## src/rtl/id_issue_buffer_pkg.sv

```systemverilog
// Shared IF/ID definitions: issue width, NOP encoding and the head-window packet.
`ifndef ISSUE_WIDTH
`define ISSUE_WIDTH 2
`endif

package id_issue_buffer_pkg;

  localparam int unsigned ISSUE_WIDTH = `ISSUE_WIDTH;
  localparam logic [31:0] NOP_INST    = 32'h0000_0013;

  typedef struct packed {
    logic [ISSUE_WIDTH-1:0][31:0] inst;
    logic [ISSUE_WIDTH-1:0][31:0] pc;
    logic [ISSUE_WIDTH-1:0]       valid;
  } IF_ID_PACKET;

endpackage

```

## src/rtl/issue_count_calc.sv

```systemverilog
// Leading-run counter: number of consecutive issuable slots starting at slot 0.
module issue_count_calc #(
  parameter  int unsigned WIDTH = 2,
  localparam int unsigned CW    = $clog2(WIDTH + 1)
) (
  input  logic [WIDTH-1:0] valid_i,
  input  logic [WIDTH-1:0] stall_i,
  output logic [CW-1:0]    count_o
);

  logic run;

  always_comb begin
    count_o = '0;
    run     = 1'b1;
    for (int unsigned i = 0; i < WIDTH; i++) begin
      run = run & valid_i[i] & ~stall_i[i];
      if (run) count_o = CW'(i + 1);
    end
  end

endmodule

```

## src/rtl/id_issue_buffer.sv

```systemverilog
// IF/ID issue buffer: circular FIFO between fetch groups and in-order issue.
// Optional ID_ISSUE_BUFFER_STATS_EN adds saturating stall_cycles/full_cycles counters.
module id_issue_buffer
  import id_issue_buffer_pkg::*;
#(
  parameter  int unsigned ISSUE_WIDTH = id_issue_buffer_pkg::ISSUE_WIDTH,
  parameter  int unsigned DEPTH       = 2 * ISSUE_WIDTH,
  localparam int unsigned CNT_W       = $clog2(ISSUE_WIDTH + 1),
  localparam int unsigned OCC_W       = $clog2(DEPTH + 1),
  localparam int unsigned PTR_W       = $clog2(DEPTH)
) (
  input  logic                         clock,
  input  logic                         reset,
  input  logic                         fetch_valid,
  input  logic [ISSUE_WIDTH-1:0]       fetch_slot_valid,
  input  logic [ISSUE_WIDTH-1:0][31:0] fetch_inst,
  input  logic [ISSUE_WIDTH-1:0][31:0] fetch_pc,
  output logic                         fetch_ready,
  input  logic [ISSUE_WIDTH-1:0]       stall,
  input  logic                         flush,
  output IF_ID_PACKET                  if_id_q,
  output logic [CNT_W-1:0]             issue_count,
  output logic [OCC_W-1:0]             occupancy
`ifdef ID_ISSUE_BUFFER_STATS_EN
  ,
  output logic [31:0]                  stall_cycles,
  output logic [31:0]                  full_cycles
`endif
);

  logic [31:0] inst_q [DEPTH];
  logic [31:0] pc_q   [DEPTH];

  logic [PTR_W-1:0] head_q, head_d, tail_q, tail_d;
  logic [OCC_W-1:0] occ_q, occ_d;

  logic [ISSUE_WIDTH-1:0]            win_valid;
  logic [CNT_W-1:0]                  calc_count, slot_count, pushed;
  logic                              push;
  logic [ISSUE_WIDTH-1:0]            wr_en;
  logic [ISSUE_WIDTH-1:0][PTR_W-1:0] wr_idx;

  assign fetch_ready = (DEPTH - 32'(occ_q)) >= ISSUE_WIDTH;
  assign occupancy   = occ_q;

  always_comb begin
    if_id_q   = '0;
    win_valid = '0;
    for (int unsigned i = 0; i < ISSUE_WIDTH; i++) begin
      win_valid[i]     = 32'(occ_q) > i;
      if_id_q.valid[i] = win_valid[i];
      if_id_q.inst[i]  = win_valid[i] ? inst_q[head_q + PTR_W'(i)] : NOP_INST;
      if_id_q.pc[i]    = win_valid[i] ? pc_q[head_q + PTR_W'(i)]   : 32'h0;
    end
  end

  issue_count_calc #(.WIDTH(ISSUE_WIDTH)) u_calc (
    .valid_i (win_valid),
    .stall_i (stall),
    .count_o (calc_count)
  );

  assign issue_count = flush ? '0 : calc_count;

  // Valid slots are compacted: each lands at tail plus the count of valid slots below it.
  always_comb begin
    push       = reset & fetch_valid & fetch_ready & ~flush;
    slot_count = '0;
    wr_en      = '0;
    wr_idx     = '0;
    for (int unsigned i = 0; i < ISSUE_WIDTH; i++) begin
      wr_idx[i] = tail_q + PTR_W'(slot_count);
      wr_en[i]  = push & fetch_slot_valid[i];
      if (fetch_slot_valid[i]) slot_count = slot_count + 1'b1;
    end
    pushed = push ? slot_count : '0;
  end

  always_comb begin
    head_d = head_q + PTR_W'(issue_count);
    tail_d = tail_q + PTR_W'(pushed);
    occ_d  = occ_q + OCC_W'(pushed) - OCC_W'(issue_count);
    if (flush) begin
      head_d = '0;
      tail_d = '0;
      occ_d  = '0;
    end
  end

  always_ff @(posedge clock) begin
    if (!reset) begin
      head_q <= '0;
      tail_q <= '0;
      occ_q  <= '0;
    end else begin
      head_q <= head_d;
      tail_q <= tail_d;
      occ_q  <= occ_d;
    end
  end

  always_ff @(posedge clock) begin
    for (int unsigned i = 0; i < ISSUE_WIDTH; i++) begin
      if (wr_en[i]) begin
        inst_q[wr_idx[i]] <= fetch_inst[i];
        pc_q[wr_idx[i]]   <= fetch_pc[i];
      end
    end
  end

`ifdef ID_ISSUE_BUFFER_STATS_EN
  logic [31:0] stall_cycles_q, full_cycles_q;

  always_ff @(posedge clock) begin
    if (!reset) begin
      stall_cycles_q <= '0;
      full_cycles_q  <= '0;
    end else begin
      if (if_id_q.valid[0] && stall[0] && stall_cycles_q != '1)
        stall_cycles_q <= stall_cycles_q + 32'd1;
      if (!fetch_ready && full_cycles_q != '1)
        full_cycles_q <= full_cycles_q + 32'd1;
    end
  end

  assign stall_cycles = stall_cycles_q;
  assign full_cycles  = full_cycles_q;
`endif

endmodule

```

## config.mk

```make
export PLATFORM = sky130hd
export DESIGN_NAME = id_issue_buffer
export DESIGN_NICKNAME = d
export VERILOG_FILES = /design/src/rtl/id_issue_buffer_pkg.sv /design/src/rtl/issue_count_calc.sv /design/src/rtl/id_issue_buffer.sv
export SDC_FILE = /design/constraint.sdc
export NUM_CORES = 1
export LEC_CHECK = 0
export BUFFER_PORTS_ARGS = -buffer_cell sky130_fd_sc_hd__clkbuf_2
export CAP_MARGIN = 25
export CORE_MARGIN = 5
export CORE_UTILIZATION = 57
export CTS_CLUSTER_SIZE = 24
export DETAILED_ROUTE_END_ITERATION = 10
export GPL_ROUTABILITY_DRIVEN = 1
export MAX_ROUTING_LAYER = met4
export PLACE_DENSITY = 0.79
export SLEW_MARGIN = 30
export SYNTH_ARGS = -nofsm -noshare
export SYNTH_HDL_FRONTEND = slang
export SYNTH_HIERARCHICAL = 1
export SYNTH_SLANG_ARGS = --single-unit
```

## constraint.sdc

```tcl
create_clock -name clock -period 9 [get_ports clock]
set_input_delay 0.45 -clock clock [delete_from_list [all_inputs] [get_ports clock]]
set_output_delay 0.45 -clock clock [all_outputs]
set_load 0.01 [all_outputs]
```

After elaboration in Yosys (flattened, before gate mapping)

Memory sizes are Yosys's and may differ from the RTL's. A register that Yosys moved wholly into a read port is not among the register bits.
Cells that the tools add are included.

Bits in registers: 7
Bits in writable memories: 256
Input bits: 136
Output and inout bits: 136
Word-level logic and storage cells: 45
Memories: 2

Memories:

| memory | depth | width | rd ports | clocked after memory_dff | wr ports | line                  | source |
|---|---|---|---|---|---|---|---|
| inst_q | 4     | 32    | 2        | 1                        | 2        | id_issue_buffer.sv:31 | `logic [31:0] inst_q [DEPTH];` |
| pc_q   | 4     | 32    | 2        | 1                        | 2        | id_issue_buffer.sv:32 | `logic [31:0] pc_q [DEPTH];` |

Add/subtract/negate cells: 8
Magnitude comparators: 3
Muxes and demuxes: 16
Bitwise gates (word level): 12
Reductions and logical operators: 1

Operators by type and width:

| operator            | number |
|---|---|
| $mux 32             | 4 |
| $ge 32x2->1 const B | 1 |
| $mux 2              | 6 |
| $and 1x1->1         | 8 |
| $add 2x2->2         | 3 |
| $gt 3x1->1 const B  | 2 |
| $mux 1              | 6 |
| $add 2x1->2 const B | 2 |
| $not 1->1           | 4 |
| $sub 3x3->4 const A | 1 |
| $add 3x2->3         | 1 |
| $sub 3x2->3         | 1 |
| $reduce_or 2->1     | 1 |

Depth between registers and ports, before layout

Gate-level depths: netlist (run 1).

Depth in word-level cells: 8
Mapped depth: 16

Hierarchy

Netlist (run 1), hierarchy kept.

Modules (own cells, without submodules):

| module           | instances | cells each | area an instance (µm²) |
|---|---|---|---|
| id_issue_buffer  | 1         | 909        | 15860.2 |
| issue_count_calc | 1         | 4          | 42.5 |

Worst setup path before layout (run 1)

OpenSTA, ideal clock, no wires.

Path type: register to register
Start point: register occ_q[0] (netlist: occupancy[0])
End point: memory inst_q[3][0], enable pin
Library setup time: 574 ps
Arrival time: 6151 ps
Required time: 8426 ps
Setup slack: 2275 ps
Stages on the path, launching flop included: 7
Path buffers: 0
Period minus slack after synthesis: 6725 ps
Path through: dfxtp_1 -> inv_1 -> ha_1 -> ha_1 -> a311oi_1 -> nand3_1 -> o21ai_0

RTL lines:

| element                | line                  | source |
|---|---|---|
| start, declared        | id_issue_buffer.sv:35 | `logic [OCC_W-1:0] occ_q, occ_d;` |
| start signal, assigned | id_issue_buffer.sv:94 | `occ_q <= '0;` |
| start signal, assigned | id_issue_buffer.sv:98 | `occ_q <= occ_d;` |
| end, declared          | id_issue_buffer.sv:31 |  |

==> results of run 1 <==
-- cell families after synthesis --
group	count (synthesis)	synth area share [%]
simple gates	156	6.32
buf+inv	83	3.41
compound gates	8	0.370
flops	263	49.2
fa+ha+maj	12	1.04
xor+xnor	7	0.386
mux	384	39.3
-- tightest hold or removal path, stage by stage --
cell	delay (ns)
clkbuf_2	0.11
nand2b_4	0.10
nor2_1	0.05
-- power groups by stage --
stage / clock network (mW) / logic [mW] / registers (mW)
2_1_floorplan: 0 / 0.164 / 1.40
3_3_place_gp: 0 / 0.272 / 1.40
3_5_place_dp: 0 / 0.279 / 1.40
4_1_cts: 1.05 / 0.281 / 1.37
5_1_grt: 1.10 / 0.302 / 1.37
6_report: 1.03 / 0.279 / 1.37
-- final timing paths --
path / to / slack [ns] / start / cells after the start
setup / recovery: if_id_q[60] / 5.03 / head_q[1] / 5
hold / removal: head_q[1] / 0.22 / reset / 3
setup reg to reg: pc_q[3][18] / 5.22 / occupancy[0] / 7
hold reg to reg: occupancy[2] / 0.64 / occupancy[2] / 3
-- per-layer routing --
layer	up-vias	wire length, µm	global-route usage, %
met1	4889	15100	31.9
met2	382	18900	40.8
met5	-	0	-
met4	0	736	5.25
met3	50	2780	4.21
li1	4136	-	-
-- per-stage QoR --
step           cells  instance area (µm²)  hold slack [ns]  util [%]
2_1_floorplan    913                15900            0.550         -
5_1_grt         1559                18300            0.222      66.2
6_report        1559                18300            0.216      66.2
4_1_cts         1554                18300            0.192      66.1
3_3_place_gp    1504                17400            0.621      62.9
3_5_place_dp    1507                17500            0.630      63.2
-- flip-flops by register name (all words and copies together) (netlist names) --
register,flops
occupancy,3
head_q,2
pc_q,128
inst_q,128
tail_q,2
-- synth_stat cells (3+ instances only) --
master,n
mux2_2,129
ha_1,10
and2_1,65
xor2_1,3
dfxtp_1,7
mux4_2,128
inv_1,12
mux2_4,127
nor2_1,5
clkbuf_1,13
xnor2_1,4
buf_6,17
or2_2,6
nor2b_1,64
buf_2,20
edfxtp_1,256
buf_4,6
buf_8,5
buf_1,10
nand2_1,3
-- area by class of cell --
class                           count  area share [%]
Sequential cell                   263            42.9
Timing Repair Buffer              287            8.38
Antenna cell                        5          0.0684
Clock inverter                     13           0.301
Inverter                           12           0.246
Clock buffer                       34            4.07
Multi-Input combinational cell    567            41.5
Tap cell                          378            2.59
==> summary.md, run 1 <==
| Metric | Value |
|---|---|
| Crit path buffers/inverters | 3 |
| TritonCTS clock tree | done |
| Top-Level Pins | between 200 and 300 |
| Final min period | ~4 ns |
| First-pass GRT wire length | 57.2 mm |
| Leak pwr | just under 7 nW |
| Worst-path clk slew | around 0.060 ns |
| Crit Path Max Fanout | 51 |
| Power Internal | 2.09 mW |
| CTS buffer count | 29 |
| Comb power frac | 10.4% |
| Yosys reg bits | 263 |
| Setup TNS | 0 ns |
| Initial Utilization | 57.6% |
| Most common cell after layout, fill and taps aside | clkbuf_2 |
| Hold Buf Count CTS | 0 |
| Multi-input gate area | between 7000 and 8000 µm² |
| Max Fclk | between 200 and 300 MHz |
| Status | finished clean |
| Clk_skew | between 0.004 and 0.005 ns |
| Number of global-route vias before repair | 9913 |
| Worst path slowest cell | dfxtp_4 |
| Chip Width | ~180 µm |
| Initial DRC count | 830 |
| Main synth FF type | edfxtp_1 |
| Post-synth net total | roughly 1100 |
| Via Count | 9457 |
| Max-slew headroom | 39.8% |
| Power, Total | between 2 and 3 mW |
| Syn Inst Count | between 900 and 1000 |
| Cell mode on critical path | buf_6 |
| Area Overhead vs Synth | 15.0% |
| Routed Antenna Nets | 0 |
| Core area | around 28000 µm² |
| Clock sinks | about 260 |
| Setup slack at placement | slightly below 5 ns |
| Worst-path cell chain | buf_6 -> buf_6 -> mux4_2 -> nor2b_1 -> clkbuf_2 |
| Post-CTS Resized | 0 |
| Fin nets | 1308 |
| RSZ-0062 raised after global routing | no |
| WL final | 37.5 mm |
| Routed wire per std cell | 24.1 µm |
| Final Hold Vio Count | 0 |
| Register share of total power | between 50% and 60% |
| Max clock buf depth | 3 |
| Initial antenna violation count | 5 |
| Worst Hold Class | input pin to flop |
| Async S/R FF share, synth | 0% |
| Largest area contributor in the netlist | edfxtp_1 |
| Gr usage total | 24.4% |
| Peak VDD IR | 0.000120 V |
| Worst Tran Pin Value | 0.903 ns |
| Rows | between 60 and 70 |
| Post-CTS setup buffers | 0 |
| Via-per-instance ratio | 6.07 |
| Max-slew violation count | 0 |
| Setup violators final | 0 |
| CTS H-tree depth | 1 |
| Crit share post-route | 44.2% |
| FF+latch area | between 7000 and 8000 µm² |
| DIE AREA | 31300 µm² |
| P_sw | 0.595 mW |
| Clock power share | 38.4% |
| Gpl congestion | 0.784 |
| Filler Cell Count | ~2000 |
| Post-synth top area share | 48.3% |
| First-pass detailed-route iteration total | 5 |
| WP data required | 8.55 ns |
| Synth area leaders | edfxtp_1, mux4_2, mux2_4 |
| Layout cells sized above 1 | slightly above 60% |
| Top delay family on crit path | buffers and inverters |
| Post-DP HPWL | 24.1 mm |
| Max Cap Viol | 0 |
| Largest net degree at the start of global routing | 85 |
| Congestion Overflow GR | 0 |
| Critical path capture point type | output pin |
| Seq/Total Area, Yosys | between 40% and 50% |
| Die H | around 180 µm |
| Slowest stage delay, CP | 0.71 ns |
| Power Density | 147 nW/µm² |
| Number of flops mapped to enable cells by yosys | between 200 and 300 |
| Root buf cell | clkbuf_16 |
| Mapped cell area | 15900 µm² |
| Residual DRC | 0 |
| CP Class | flop to output pin |
| Syn_area_per_cell | 17.4 µm² |
| Crit start category | flop |
| Synth warn | 6 |
| Netlist cell types | 38 |
| Switching Share | 22.2% |
| Worst setup margin | roughly 5 ns |
| Arrival @ worst endpoint | 3.52 ns |
| IO buf count | around 270 |
| Most frequent cells in the layout | clkbuf_2, edfxtp_1, mux2_2 |
| Worst-Skew Late Latency | 0.53 ns |
(Power assumes the default switching activity.)
==> run 2: changes to the inputs <==
==> constraint.sdc (replaced) <==
create_clock -name clock -period 3.7 [get_ports clock]
set_input_delay 0.185 -clock clock [delete_from_list [all_inputs] [get_ports clock]]
set_output_delay 0.185 -clock clock [all_outputs]
set_load 0.01 [all_outputs]
==> run 2 against run 1 <==
Cell area increased by 12%. Highest routed layer unchanged. Non-clock buffer count up 198. Die area unchanged. Combinational power rose to 3.1 times the previous value. Flip-flop and latch count did not move. Register-to-register slack worse by 4.8 ns.
==> summary.md, run 2 (same netlist as run 1, synthesis figures left out) <==
| Metric | Value |
|---|---|
| Status | finished clean |
| Top-Level Pins | 272 |
| RSZ-0062 raised after global routing | no |
| Power Density | 357 nW/µm² |
| Root buf cell | clkbuf_16 |
| Min Hold Slack | 0.0248 ns |
| CP Class | flop to flop |
| CTS H-tree depth | 1 |
| Fin nets | 1506 |
| Via-per-instance ratio | around 6 |
| Final Hold Vio Count | 0 |
| Core area | between 20000 and 30000 µm² |
| Congestion Overflow GR | 0 |
| Max clock buf depth | 3 |
| Max-slew headroom | 39.8% |
| Crit path buffers/inverters | 3 |
| R2R Path Start | occupancy[0] |
| Top delay family on crit path | buffers and inverters |
| Slowest stage delay, CP | 0.62 ns |
| Most frequent cells in the layout | clkbuf_2, edfxtp_1, dlygate4sd3_1 |
| Clk_skew | 0.0136 ns |
| WL final | 40.8 mm |
| Worst-Skew Late Latency | 0.54 ns |
| Final instance area | 20600 µm² |
| Max Fclk | just over 300 MHz |
| Worst Tran Pin Value | 0.903 ns |
| Hold depth | 2 |
| Initial DRC count | 707 |
| Die H | 177 µm |
| Max Cap Viol | 0 |
| Finished Layout Cells | between 1500 and 2000 |
| Worst Hold Class | input pin to flop |
| Crit Reg-Reg Endpoint | pc_q[3][13] |
| Crit share post-route | between 80% and 90% |
| Filler Cell Count | 1703 |
| Gpl congestion | 0.809 |
| Setup slack at placement | 0.583 ns |
| Largest net degree at the start of global routing | 65 |
| Critical path capture point type | flop |
| Clock power share | 42.8% |
| Initial Utilization | 57.6% |
| Clock sinks | 263 |
| Most common cell after layout, fill and taps aside | clkbuf_2 |
| Routed Antenna Nets | 0 |
| R2r setup slk | 0.40 ns |
| Placed cell count | 1519 |
| Max-slew violation count | 0 |
| Arrival @ worst endpoint | 3.59 ns |
| Setup violators final | 0 |
| Residual DRC | 0 |
| Worst setup margin | just over 0.4 ns |
| IO buf count | 271 |
| Crit start category | flop |
| Hold Crit Start | fetch_pc[55] |
| Post-CTS setup buffers | 0 |
| Gr usage total | 26.5% |
| Worst path slowest cell | buf_4 |
| Area Overhead vs Synth | 29.3% |
| WP data required | around 4.0 ns |
| Via Count | 10400 |
| Layout cells sized above 1 | 54.4% |
| DP Area | 17600 µm² |
| Number of global-route vias before repair | 11200 |
| CTS buffer count | 29 |
| Initial antenna violation count | 7 |
| Crit Path Max Fanout | 34 |
| Leak pwr | 7.84 nW |
| Rows | between 60 and 70 |
| Worst Reg2Reg Path Length in Cells | 8 |
| P_sw | ~1.6 mW |
| Post-DP HPWL | 24.3 mm |
| Switching Share | 21.2% |
| Final min period | between 3 and 4 ns |
| Comb power frac | 11.7% |
| Worst-path cell chain | inv_1 -> ha_1 -> nor2_1 -> nand3_4 -> nand4_1 -> buf_4 -> mux2_4 -> dlygate4sd3_1 |
| TritonCTS clock tree | done |
| Hold worst-path end | pc_q[1][23] |
| DIE AREA | 31300 µm² |
| Chip Width | 177 µm |
| Worst-path clk slew | 0.06 ns |
| Register share of total power | 45.4% |
| Peak VDD IR | ~0.00038 V |
| First-pass detailed-route iteration total | 4 |
| Routed wire per std cell | around 23 µm |
| Power Internal | about 5.8 mW |
| Setup TNS | 0 ns |
| First-pass GRT wire length | 62.9 mm |
-- run 2: cell types whose count changed in the layout (fill, tap and decap cells not counted), moves of 3 or more --
cell,delta
buf_12,+9
buf_4,+7
buf_6,-3
bufinv_16,+8
clkinv_1,-6
diode_2,+3
dlygate4sd3_1,+186
-- run 2: stage by stage --
step                      power [mW]  utilization [%]
after floorplan                 3.79                -
after global placement          4.06             63.9
after detailed placement        4.08             63.9
after CTS                       7.37             74.3
after global routing            7.57             74.4
final                           7.35             74.4
-- run 2: layout make-up --
cell class	count	area [µm²]	area share, %
Sequential cell	263	7840	38.1
Multi-Input combinational cell	567	7580	36.9
Timing Repair Buffer	485	3570	17.3
Clock buffer	34	744	3.62
Tap cell	378	473	2.30
Clock inverter	17	290	1.41
Inverter	12	45.0	0.219
Antenna cell	8	20.0	0.0974
-- run 2: power by group through the flow --
| stage | Sequential [mW] | Clock [mW] | Combinational (mW) |
|---|---|---|---|
| after global placement | 3.40 | 0 | 0.664 |
| after global routing | 3.34 | 3.32 | 0.916 |
| after CTS | 3.34 | 3.19 | 0.848 |
| after floorplan | 3.39 | 0 | 0.399 |
| after detailed placement | 3.40 | 0 | 0.680 |
| final | 3.34 | 3.15 | 0.861 |
-- run 2: worst max path at each step --
stage                    to  slack (ns)  cells past startpoint          from
4_1_cts        inst_q[3][0]        0.45                      8  occupancy[0]
3_5_place_dp   occupancy[2]        0.58                     11  occupancy[0]
3_3_place_gp   occupancy[2]        0.67                     11  occupancy[0]
6_report        pc_q[3][13]        0.40                      8  occupancy[0]
2_1_floorplan  inst_q[1][0]       -0.12                      6  occupancy[0]
5_1_grt         pc_q[3][13]        0.29                      8  occupancy[0]
-- run 2: what timing repair did --
action / in CTS / in global routing
setup endpoints to repair: 0 / 0
endpoints found under the hold margin: 240 / 0
gates resized for setup: 0 / 0
hold buffers: 186 / 0
-- run 2: per-layer routing --
metal	track usage [%]	share of wire (%)	wire length, µm	vias up
met5	-	0	0	-
met2	46.2	52	21100	478
met1	33.4	39	15800	5310
met4	5.03	1.8	742	0
li1	-	-	-	4566
met3	4.27	7.6	3110	61
==> run 3: changes to the inputs <==
--- a/config.mk
+++ b/config.mk
@@ -8,12 +8,12 @@
 export BUFFER_PORTS_ARGS = -buffer_cell sky130_fd_sc_hd__clkbuf_2
 export CAP_MARGIN = 25
 export CORE_MARGIN = 5
-export CORE_UTILIZATION = 57
+export CORE_UTILIZATION = 49
 export CTS_CLUSTER_SIZE = 24
 export DETAILED_ROUTE_END_ITERATION = 10
 export GPL_ROUTABILITY_DRIVEN = 1
 export MAX_ROUTING_LAYER = met4
-export PLACE_DENSITY = 0.79
+export PLACE_DENSITY = 0.69
 export SLEW_MARGIN = 30
 export SYNTH_ARGS = -nofsm -noshare
 export SYNTH_HDL_FRONTEND = slang
==> run 3 against run 2 <==
Non-clock buffer count unchanged. Critical path type unchanged. Sequential power about the same. Critical endpoint is now pc_q[1][2]. Clock power decreased by 10%. Fmax decreased by 1.5%.
==> summary.md, run 3 (same netlist as run 1, synthesis figures left out) <==
| Metric | Value |
|---|---|
| IO buf count | 271 |
| Power Internal | 5.45 mW |
| Most frequent cells in the layout | clkbuf_2, edfxtp_1, dlygate4sd3_1 |
| Max clock buf depth | 3 |
| CP Class | flop to flop |
| Total inserted antenna cells | 0 |
| Finished Layout Cells | 1823 |
| Max Fclk | 299 MHz |
| Post-CTS Resized | 0 |
| Worst-path clk slew | 0.06 ns |
| Peak VDD IR | 0.000321 V |
| Switching Share | 22.3% |
| WP data required | 4.00 ns |
| First-pass detailed-route iteration total | 5 |
| Congestion Overflow GR | 0 |
| Post-DP HPWL | 24.4 mm |
| Max Cap Viol | 0 |
| CTS H-tree depth | 1 |
| Post-CTS setup buffers | 0 |
| Setup violators final | 0 |
| Worst Tran Pin Value | about 1 ns |
| Rows | 66 |
| Critical path capture point type | flop |
| Core area | 32300 µm² |
| Leak pwr | 7.78 nW |
| Max-slew headroom | a little over a third |
| Register share of total power | 47.5% |
| Max-slew violation count | 0 |
| Via-per-instance ratio | around 5.6 |
| Die H | 190 µm |
| P_sw | approximately 1.6 mW |
| Final min period | 3.34 ns |
| Routed met1 length | about 17 mm |
| RSZ-0062 raised after global routing | no |
| Crit start category | flop |
| Largest net degree at the start of global routing | 65 |
| Residual DRC | 0 |
| WL final | around 40 mm |
| Met2 Wirelength | 20.8 mm |
| Worst Hold Class | input pin to flop |
| CTS buffer count | 29 |
| Crit share post-route | around nine tenths |
| Chip Width | approximately 190 µm |
| Initial Utilization | 49.3% |
| Arrival @ worst endpoint | roughly 3.6 ns |
| Clock power share | 40.4% |
| Clock sinks | 263 |
| Initial DRC count | 655 |
| Gpl congestion | 0.805 |
| Crit Path Max Fanout | 32 |
| Top-Level Pins | 272 |
| DP Area | about 18000 µm² |
| Gr usage total | 22.7% |
| Worst-Skew Late Latency | 0.55 ns |
| Power Density | 342 nW/µm² |
| Routed Antenna Nets | 0 |
| DIE AREA | 36200 µm² |
| Layout cells sized above 1 | 53.9% |
| Routed wire per std cell | 22.1 µm |
| Final Hold Vio Count | 0 |
| Filler Cell Count | 2368 |
| First-pass GRT wire length | 62.2 mm |
| Root buf cell | clkbuf_16 |
| Setup TNS | 0 ns |
| Status | finished clean |
| Top layer in use | met4 |
| Via Count | 10200 |
| Area Overhead vs Synth | 29.0% |
| Number of global-route vias before repair | 10900 |
| TritonCTS clock tree | done |
| Initial antenna violation count | 0 |
| Clk_skew | roughly 0.015 ns |
| Most common cell after layout, fill and taps aside | clkbuf_2 |
| Fin nets | ~1500 |
| Placed cell count | 1582 |
| Comb power frac | 12.1% |
| Finished Core Util | between 60 and 70% |
| Final instance area | 20500 µm² |
| Hold Buf Count CTS | 187 |
| Met3 WL post-DR | 2.26 mm |
==> run 3: layout make-up <==
type	instances	area [µm²]	area share, %
Tap cell	442	553	2.70
Clock buffer	38	800	3.90
Timing Repair Buffer	485	3560	17.3
Inverter	12	45.0	0.220
Clock inverter	16	134	0.653
Sequential cell	263	7840	38.2
Multi-Input combinational cell	567	7580	37.0
==> run 3: worst paths after layout <==
path | startpoint | endpoint | slack, ns | depth (start not counted)
min reg2reg | tail_q[0] | tail_q[0] | 0.65 | 2
min | fetch_pc[14] | pc_q[0][14] | 0.03 | 2
max | occupancy[0] | pc_q[1][2] | 0.36 | 8
max reg2reg | occupancy[0] | pc_q[1][2] | 0.36 | 8
==> run 3: stage by stage <==
step	setup slack [ns]	power (mW)	hold WS, ns
6_report	0.356	7.02	0.0250
5_1_grt	0.217	7.26	0.00536
4_1_cts	0.379	7.06	0.000162
3_5_place_dp	0.610	4.08	0.510
3_3_place_gp	0.746	4.07	0.507
2_1_floorplan	-0.124	3.79	0.346
==> run 3: critical path: stages (launching register included) <==
cell           delay (ns)
dfxtp_1              0.44
inv_1                0.12
ha_1                 0.21
ha_1                 0.34
nand3_4              0.12
nand4_1              0.26
buf_4                0.66
mux2_4               0.35
dlygate4sd3_1        0.56
==> run 3: metal layers <==
layer / vias to the layer above / global-route usage (%)
li1: 4538 / -
met4: 0 / 4.78
met2: 358 / 38.8
met1: 5299 / 29.7
met3: 46 / 2.59
met5: - / -
==> run 3: power by group through the flow <==
stage	Clock (mW)	Sequential (mW)	Combinational (mW)
3_3_place_gp	0	3.40	0.672
4_1_cts	2.88	3.34	0.851
3_5_place_dp	0	3.40	0.685
2_1_floorplan	0	3.39	0.399
5_1_grt	3.00	3.34	0.916
6_report	2.83	3.34	0.850
